$ cat config.mk
export PLATFORM = sky130hd
export DESIGN_NAME = branch_resolve_ctrl
export DESIGN_NICKNAME = d
export VERILOG_FILES = /design/src/rtl/branch_resolve_ctrl.sv
export SDC_FILE = /design/constraint.sdc
export NUM_CORES = 1
export LEC_CHECK = 0
export BUFFER_PORTS_ARGS = -buffer_cell sky130_fd_sc_hd__buf_2
export CORE_UTILIZATION = 32
export CTS_BUF_LIST = sky130_fd_sc_hd__clkbuf_8
export DETAILED_ROUTE_END_ITERATION = 6
export PLACE_DENSITY = 0.63
export REMOVE_ABC_BUFFERS = 1
export SLEW_MARGIN = 20
export SYNTH_ARGS = -nofsm -noshare
export SYNTH_HDL_FRONTEND = slang
export SYNTH_SLANG_ARGS = --single-unit
export TNS_END_PERCENT = 1
$ cat constraint.sdc
create_clock -name clk -period 3.1 [get_ports clk]
set_input_delay 0.31 -clock clk [delete_from_list [all_inputs] [get_ports clk]]
set_output_delay 0.31 -clock clk [all_outputs]
set_load 0.05 [all_outputs]
$ cat src/rtl/branch_resolve_ctrl.sv
// Branch resolution between Fetch and Decode: IF/ID latch, predictor
// update strobes, fetch redirect, wrong-path squash and perf counters.
module branch_resolve_ctrl #(
    parameter int PC_W  = 16,
    parameter int CNT_W = 16
) (
    input  logic             clk,
    input  logic             rst,
    input  logic             stall,
    input  logic [PC_W-1:0]  PC_curr,
    input  logic [1:0]       prediction,
    input  logic [PC_W-1:0]  predicted_target,
    input  logic             is_branch,
    input  logic             actual_taken,
    input  logic [PC_W-1:0]  actual_target,
    output logic [PC_W-1:0]  IF_ID_PC_curr,
    output logic [1:0]       IF_ID_prediction,
    output logic [PC_W-1:0]  IF_ID_predicted_target,
    output logic             IF_ID_valid,
    output logic             wen_BHT,
    output logic             wen_BTB,
    output logic             update_PC,
    output logic [PC_W-1:0]  redirect_target,
    output logic             flush,
    output logic [CNT_W-1:0] branch_count,
    output logic [CNT_W-1:0] mispredict_count,
    output logic [CNT_W-1:0] stall_count
);

    typedef enum logic {RUN, FLUSH} state_t;

    state_t           state_q, state_d;
    logic [PC_W-1:0]  pc_q, pc_d;
    logic [1:0]       pred_q, pred_d;
    logic [PC_W-1:0]  tgt_q, tgt_d;
    logic             valid_q, valid_d;
    logic [CNT_W-1:0] bcnt_q, bcnt_d;
    logic [CNT_W-1:0] mcnt_q, mcnt_d;
    logic [CNT_W-1:0] scnt_q, scnt_d;

    logic resolve;
    logic mispred;
    logic tgt_bad;

    always_comb begin
        resolve = valid_q & is_branch & ~stall & ~rst
                & (state_q == RUN);
        mispred = pred_q[1] != actual_taken;
        tgt_bad = tgt_q != actual_target;
        wen_BHT = resolve;
        wen_BTB = resolve & (actual_taken | tgt_bad);
        update_PC = resolve
                  & ((actual_taken & (mispred | tgt_bad))
                  | (~actual_taken & pred_q[1]));
        flush = update_PC;
        redirect_target = '0;
        if (update_PC) begin
            redirect_target = actual_taken ? actual_target
                                           : pc_q + PC_W'(2);
        end
    end

    always_comb begin
        state_d = state_q;
        unique case (state_q)
            RUN:   if (update_PC) state_d = FLUSH;
            FLUSH: if (!stall) state_d = RUN;
            default: state_d = RUN;
        endcase
    end

    always_comb begin
        pc_d    = pc_q;
        pred_d  = pred_q;
        tgt_d   = tgt_q;
        valid_d = valid_q;
        if (!stall) begin
            if (flush) begin
                pc_d    = '0;
                pred_d  = 2'b00;
                tgt_d   = '0;
                valid_d = 1'b0;
            end else begin
                pc_d    = PC_curr;
                pred_d  = prediction;
                tgt_d   = predicted_target;
                valid_d = 1'b1;
            end
        end
    end

    // Saturating: an all-ones counter holds instead of wrapping
    always_comb begin
        bcnt_d = bcnt_q;
        mcnt_d = mcnt_q;
        scnt_d = scnt_q;
        if (resolve && bcnt_q != '1) bcnt_d = bcnt_q + 1'b1;
        if (update_PC && mcnt_q != '1) mcnt_d = mcnt_q + 1'b1;
        if (stall && scnt_q != '1) scnt_d = scnt_q + 1'b1;
    end

    always_ff @(posedge clk) begin
        if (rst) begin
            state_q <= RUN;
            pc_q    <= '0;
            pred_q  <= 2'b00;
            tgt_q   <= '0;
            valid_q <= 1'b0;
            bcnt_q  <= '0;
            mcnt_q  <= '0;
            scnt_q  <= '0;
        end else begin
            state_q <= state_d;
            pc_q    <= pc_d;
            pred_q  <= pred_d;
            tgt_q   <= tgt_d;
            valid_q <= valid_d;
            bcnt_q  <= bcnt_d;
            mcnt_q  <= mcnt_d;
            scnt_q  <= scnt_d;
        end
    end

    assign IF_ID_PC_curr          = pc_q;
    assign IF_ID_prediction       = pred_q;
    assign IF_ID_predicted_target = tgt_q;
    assign IF_ID_valid            = valid_q;
    assign branch_count           = bcnt_q;
    assign mispredict_count       = mcnt_q;
    assign stall_count            = scnt_q;

endmodule

==> summary.txt, run 1 <==
Outcome
  – Run status: finished, final reports clean

Clock network
  – CTS-repair resized insts: 0
  – CTS HTree Levels: 3
  – Clock transition at the register clock pins on the worst setup and hold paths after CTS: 0.08 ns
  – # Post-CTS Setup Buffers: 0
  – Number of CTS-inserted buffers: 9
  – Hold bufs inserted after CTS: 0
  – Maximum buffer depth of the clock tree: 2
  – Sinks on the clock net: 84
  – Later-pin clock latency in the skew report: 0.37 ns
  – Root Buffer Master: clkbuf_8
  – CTS tree: built

Pwr
  – Overall power consumption: 2.271 mW
  – Static power due to leakage: 2.496 nW
  – Max VDD drop: 0.2204 mV
  – Total power per unit cell area: 424.9 nW/um^2

STA
  – Number of max-slew violations in the final report: 0
  – Normalized max-slew margin: 38.33%
  – Crit path time final: 2.836 ns
  – Hold slack final: 0.1629 ns
  – Actual slew at the worst max-slew pin: 0.9122 ns
  – Count of final setup violators: 0
  – Worst clock skew on the final layout: 0.01120 ns
  – Peak clock frequency supported by timing: 352.6 MHz
  – Share of the clock period used by the worst path after layout: 91.49%
  – Final Hold Violating Endpoints: 0
  – Setup repair after global routing missed its margin: no

Synthesis
  – Ranking of synthesized cells by area: dfxtp_1, mux2i_1, xor2_1, nor2_1, nand3_1
  – Syn_area_per_cell: 8.743 um^2
  – Sequential area share after synthesis: 39.41%
  – Count of flip-flops with a built-in enable after synthesis: 0
  – Dominant register cell in the synthesized netlist: dfxtp_1
  – Post-synth cell types: 53
  – Dominant cell by count in the synthesized netlist: nor2_1
  – Gate count of the mapped netlist: 488
  – Area of the mapped netlist: 4267 um^2
  – Area share of the largest cell type after synthesis: 39.41%
  – Most common library cells after synthesis: nor2_1, dfxtp_1, mux2i_1, xor2_1, nand3_1
  – Share of synthesized registers carrying an async set or reset: 0%
  – Library cell with the largest summed area after synthesis: dfxtp_1
  – Yosys warnings: 0
  – Number of synthesized register bits: 84

Final layout
  – Area of the multi-input gates: 2401 um^2
  – FF+latch area: 1682 um^2
  – Net total in the final layout: 698
  – Synth-to-Final Area Change: 25.28%
  – Share of final-layout standard cells stronger than drive strength 1: 29.70%
  – Layout fillers: 1344

Routing
  – DRC: 0
  – Count of TritonRoute iterations in the first routing pass: 5
  – DR vias: 4067
  – Routed wire length: 11.99 mm
  – DRT iter0 DRCs: 170
  – Detailed-route vias per instance: 4.984
  – Number of nets still failing antenna checks after routing: 0
  – DR WL/cell: 14.69 um

Global route
  – Congestion Overflow GR: 0
  – Antenna violations before repair: 1
  – Largest net degree at the start of global routing: 49
  – Vias in the first global route: 3827
  – First-pass GRT wire length: 19.29 mm
  – Global Route Usage Sum: 17.59%

Floorplan
  – Die outline area: 13800 um^2
  – Die boundary width: 117.5 um
  – Die boundary height: 117.5 um
  – Count of pins on the block boundary: 158
  – Initial standard-cell utilization of the core: 33.27%
  – Floorplan core area: 12820 um^2
  – Row Count: 41

Setup path
  – Setup crit start kind: flop
  – Kind of critical path: flop to primary output
  – Critical path fanouts, max: 16
  – Critical Path AT: 2.53 ns
  – Critical-path cell with the highest stage delay: nor4_1
  – Type of element capturing the critical path: primary output
  – Worst Reg2Reg Path Length in Cells: 7
  – Required time of the worst setup path: 2.79 ns
  – Slowest stage delay, CP: 0.39 ns
  – Ordered list of cells on the worst path: xor2_1 -> nor4_1 -> nand4_1 -> o21ai_4 -> buf_4 -> nor2_1 -> buf_2

Place
  – Count of buffers from port buffering: 157
  – Half-perimeter wire length after placement: 8.872 mm
  – RePlAce Congestion: 0.9010

Run
  – Max-Cap Viols: 0

Min path
  – Type of the most critical hold path: input port to flop
  – Hold Path Depth: 3
-- worst max-delay path: cells and delay by family (launching register included) --
kind,cells,cell delay [ns]
simple gates,3,0.82
compound gates,1,0.30
xor+xnor,1,0.17
buf+inv,2,0.49
flops,1,0.36
-- flip-flops by register name (all words and copies together) (netlist names) --
register,flops
IF_ID_PC_curr,16
IF_ID_predicted_target,16
branch_count,16
mispredict_count,16
stall_count,16
IF_ID_prediction,2
IF_ID_valid,1
state_q,1
-- layout by cell type, fill, tap and decap left out, types with 4 or more instances in the layout --
cell,count
a21oi_1,23
and3_1,7
buf_2,157
buf_4,4
clkbuf_8,10
dfxtp_1,84
ha_1,4
inv_1,12
mux2i_1,44
nand2_1,27
nand3_1,31
nand4_1,13
nor2_1,95
nor3_1,5
nor4_1,7
o31ai_1,6
or4_1,6
xnor2_1,15
xor2_1,43
-- report_power, final --
part | switching (mW) | internal [mW] | total [mW]
Combinational | 0.236 | 0.107 | 0.342
Sequential | 0.0403 | 1.11 | 1.15
Clock | 0.398 | 0.381 | 0.779
-- worst paths after layout --
kind	start	end	slack, ns
max reg2reg	IF_ID_predicted_target[7]	IF_ID_valid	0.69
min	PC_curr[1]	IF_ID_PC_curr[1]	0.16
min reg2reg	state_q	state_q	0.48
max	IF_ID_predicted_target[7]	redirect_target[15]	0.26
-- metal layers --
| layer | global-route usage [%] | share of wire (%) | up-vias |
|---|---|---|---|
| met5 | 0 | 0 | - |
| met4 | 9.215 | 3.0 | 0 |
| met3 | 3.973 | 6.8 | 23 |
| met2 | 28.48 | 45 | 170 |
| met1 | 21.78 | 45 | 1875 |
| li1 | - | - | 1999 |
-- stage by stage --
| stage | cell area [um^2] | instances | TNS [ns] | setup WS, ns | util [%] |
|---|---|---|---|---|---|
| 5_1_grt | 5343 | 815 | 0 | 0.07612 | 41.66 |
| 4_1_cts | 5343 | 815 | 0 | 0.2073 | 41.66 |
| 2_1_floorplan | 4120 | 467 | -0.2622 | -0.2591 | - |
| 3_5_place_dp | 5159 | 800 | 0 | 0.5597 | 40.22 |
| 6_report | 5345 | 816 | 0 | 0.2637 | 41.68 |
| 3_3_place_gp | 5159 | 800 | 0 | 0.6376 | 40.22 |
-- cell families after synthesis --
group / Yosys count / synth area share, %
AND/OR/NAND/NOR: 215 / 24.57
flip-flops: 84 / 39.41
XOR/XNOR: 58 / 11.91
AO/OA/AOI/OAI: 49 / 7.771
multiplexers: 45 / 10.67
buffers and inverters: 33 / 4.486
adder cells (fa/ha/maj): 4 / 1.173
-- cell type report --
class                           instances  share of cell area, %
Multi-Input combinational cell        371                  44.92
Clock buffer                           10                  2.575
Antenna cell                            1                0.04682
Sequential cell                        84                  31.46
Inverter                               12                 0.8427
Clock inverter                          5                 0.8661
Tap cell                              172                  4.026
Timing Repair Buffer                  161                  15.26
Power figures use the tool's default switching activity.
==> inputs of run 2 (changes only) <==
- ABC_AREA: default -> 1
- CAP_MARGIN: default -> 0
- PLACE_DENSITY: 0.63 -> 0.62
==> run 2 against run 1 <==
- final cell count rose by 30%
- die area rose by 12%
- worst hold slack improved by 0.026 ns
- non-clock buffer count rose by 2
- critical path depth rose by 4
- register-to-register slack improved by 0.20 ns
- largest cell class unchanged
==> summary.txt, run 2 <==
Clock network
  – CTS-repair resized insts: 0
  – Maximum buffer depth of the clock tree: 2
  – Clock transition at the register clock pins on the worst setup and hold paths after CTS: 0.09 ns
  – Number of CTS-inserted buffers: 9
  – Later-pin clock latency in the skew report: 0.38 ns
  – Hold bufs inserted after CTS: 0
  – CTS HTree Levels: 3
  – Root Buffer Master: clkbuf_8
  – CTS tree: built
  – Sinks on the clock net: 84
  – # Post-CTS Setup Buffers: 0

Final layout
  – Synth-to-Final Area Change: 24.25%
  – Share of final-layout standard cells stronger than drive strength 1: 23.34%
  – Post-route insts no fill: 1058
  – Net total in the final layout: 928
  – # diodes: 0
  – Leading cell type in the layout, fill and taps excluded: nand2_1
  – Core occupancy in the finished layout: 40.96%
  – Commonest non-fill, non-tap cells in the layout: nand2_1, buf_2, dfxtp_1

Routing
  – Routed wire length: 14.08 mm
  – DR vias: 5100
  – Number of nets still failing antenna checks after routing: 0
  – Count of TritonRoute iterations in the first routing pass: 5
  – DRT iter0 DRCs: 256
  – Detailed-route vias per instance: 4.820
  – DR WL/cell: 13.31 um
  – DRC: 0

Min path
  – Hold Path Depth: 3
  – End point of the most critical hold path: IF_ID_PC_curr[12]
  – Type of the most critical hold path: input port to flop
  – Hold wc startpoint: PC_curr[12]

Setup path
  – Critical path fanouts, max: 41
  – Reg2reg setup slack: 0.89 ns
  – WP buf/inv: 3
  – Slowest stage delay, CP: 0.42 ns
  – Number of gates on the worst path with buffers counted: 11
  – Critical R2R Launch: IF_ID_predicted_target[2]
  – Worst Reg2Reg Path Length in Cells: 11
  – Cell seen most often among critical-path stages: nand2_1
  – Kind of critical path: flop to primary output
  – Required time of the worst setup path: 2.79 ns
  – Endpoint of the lowest-slack register-to-register path: IF_ID_predicted_target[5]
  – Type of element capturing the critical path: primary output
  – CP delay by family, top: simple AND/OR/NAND/NOR gates
  – Ordered list of cells on the worst path: inv_1 -> nand2_1 -> nand2_1 -> nor2_1 -> nand2_1 -> nor2_2 -> nand3_4 -> nand2_4 -> buf_4 -> a21oi_1 -> buf_2
  – Critical-path cell with the highest stage delay: nand2_4
  – Critical Path AT: 2.55 ns
  – Setup crit start kind: flop

Run
  – Max-Cap Viols: 0

STA
  – Setup repair after global routing missed its margin: no
  – Number of max-slew violations in the final report: 0
  – Count of final setup violators: 0
  – Setup slack of the critical path after layout: 0.2397 ns
  – Normalized max-slew margin: 48.94%
  – Crit path time final: 2.860 ns
  – Final Hold Violating Endpoints: 0
  – Share of the clock period used by the worst path after layout: 92.27%
  – Worst clock skew on the final layout: 0.01408 ns
  – Final setup TNS: 0 ns
  – Actual slew at the worst max-slew pin: 0.7659 ns
  – Peak clock frequency supported by timing: 349.6 MHz

Synthesis
  – Library cell with the largest summed area after synthesis: dfxtp_1
  – Share of synthesized registers carrying an async set or reset: 0%
  – Ranking of synthesized cells by area: dfxtp_1, nand2_1, a21oi_1, nand3_1, nor2_1
  – Count of flip-flops with a built-in enable after synthesis: 0
  – Dominant cell by count in the synthesized netlist: nand2_1
  – Gate count of the mapped netlist: 726
  – Syn_area_per_cell: 6.625 um^2
  – Yosys warnings: 0
  – Area of the mapped netlist: 4810 um^2
  – Sequential area share after synthesis: 34.96%
  – Most common library cells after synthesis: nand2_1, dfxtp_1, a21oi_1, nor2_1, inv_1
  – Area share of the largest cell type after synthesis: 34.96%
  – Dominant register cell in the synthesized netlist: dfxtp_1
  – Post-synth cell types: 33
  – Number of synthesized register bits: 84

Floorplan
  – Count of pins on the block boundary: 158
  – Die boundary height: 124.6 um
  – Floorplan core area: 14590 um^2
  – Die boundary width: 124.6 um
  – Row Count: 44
  – Initial standard-cell utilization of the core: 32.97%
  – Die outline area: 15520 um^2

Global route
  – First-pass GRT wire length: 22.64 mm
  – Antenna violations before repair: 0
  – Global Route Usage Sum: 18.20%
  – Congestion Overflow GR: 0
  – Largest net degree at the start of global routing: 65
  – Vias in the first global route: 4546

Outcome
  – Run status: finished, final reports clean

Place
  – Count of buffers from port buffering: 157
  – Post-place setup slack: 0.5982 ns
  – Cell count after placement: 1042
  – Half-perimeter wire length after placement: 10.17 mm
  – RePlAce Congestion: 0.8565

Pwr
  – Max VDD drop: 0.1644 mV
  – Proportion of power drawn by combinational gates: 13.4%
  – Static power due to leakage: 2.676 nW
  – Net switching fraction of the power: 27.82%
  – Clock Power Share: 41.6%
  – Total net switching power: 0.7041 mW
  – Total power per unit cell area: 423.6 nW/um^2
  – Internal power contribution: 1.827 mW
  – Sequential group share of total power: 45.1%
## run 2: per-layer routing
layer  vias to the layer above  global-route usage [%]  wire [um]
met5                         -                       0          0
met4                         0                   8.434        318
met3                        22                   3.179        762
met2                       134                   28.79       6412
met1                      2287                   23.99       6591
li1                       2657                       -          -
## run 2: stage by stage
stage               instance area, um^2  total power [mW]  hold WS [ns]
finish                             5976             2.531        0.1885
floorplan                          4646             1.369        0.3724
global route                       5976             2.650        0.1835
detailed placement                 5707             1.506        0.4644
CTS                                5976             2.564        0.1647
global placement                   5707             1.506        0.4569
## run 2: kinds of logic (layout without fill, tap and decap cells)
kind of cell	Yosys count	after routing	synth area share (%)
adders and majority gates	4	4	1.041
DFF	84	84	34.96
buffers and inverters	106	254	9.261
AOI/OAI and AO/OA	121	121	13.94
xor gates and xnor gates	29	29	5.281
and+or+nand+nor	382	382	35.51
## run 2: power by group through the flow
stage	logic, mW	clock network (mW)	registers [mW]
floorplan	0.111	0	1.26
global placement	0.340	0	1.17
detailed placement	0.340	0	1.17
CTS	0.341	1.08	1.14
global route	0.367	1.14	1.15
finish	0.338	1.05	1.14
## run 2: final cells by class
| cell class | count | area, um^2 |
|---|---|---|
| Clock buffer | 13 | 178.9 |
| Clock inverter | 3 | 90.09 |
| Fill cell | 1585 | 8613 |
| Inverter | 75 | 281.5 |
| Multi-Input combinational cell | 536 | 2683 |
| Sequential cell | 84 | 1682 |
| Tap cell | 184 | 230.2 |
| Timing Repair Buffer | 163 | 830.8 |
## run 2: worst max-delay path by stage
stage | slack (ns) | from | end
2_1_floorplan | 0.07 | IF_ID_valid | redirect_target[12]
3_3_place_gp | 0.61 | actual_target[2] | redirect_target[0]
3_5_place_dp | 0.60 | actual_target[2] | redirect_target[0]
4_1_cts | 0.17 | IF_ID_predicted_target[2] | redirect_target[0]
5_1_grt | 0.02 | IF_ID_predicted_target[2] | redirect_target[14]
6_report | 0.24 | IF_ID_predicted_target[2] | redirect_target[0]
## run 2: tightest hold or removal path, stage by stage
cell,delay [ns]
buf_2,0.09
nand3_1,0.07
a21oi_1,0.06
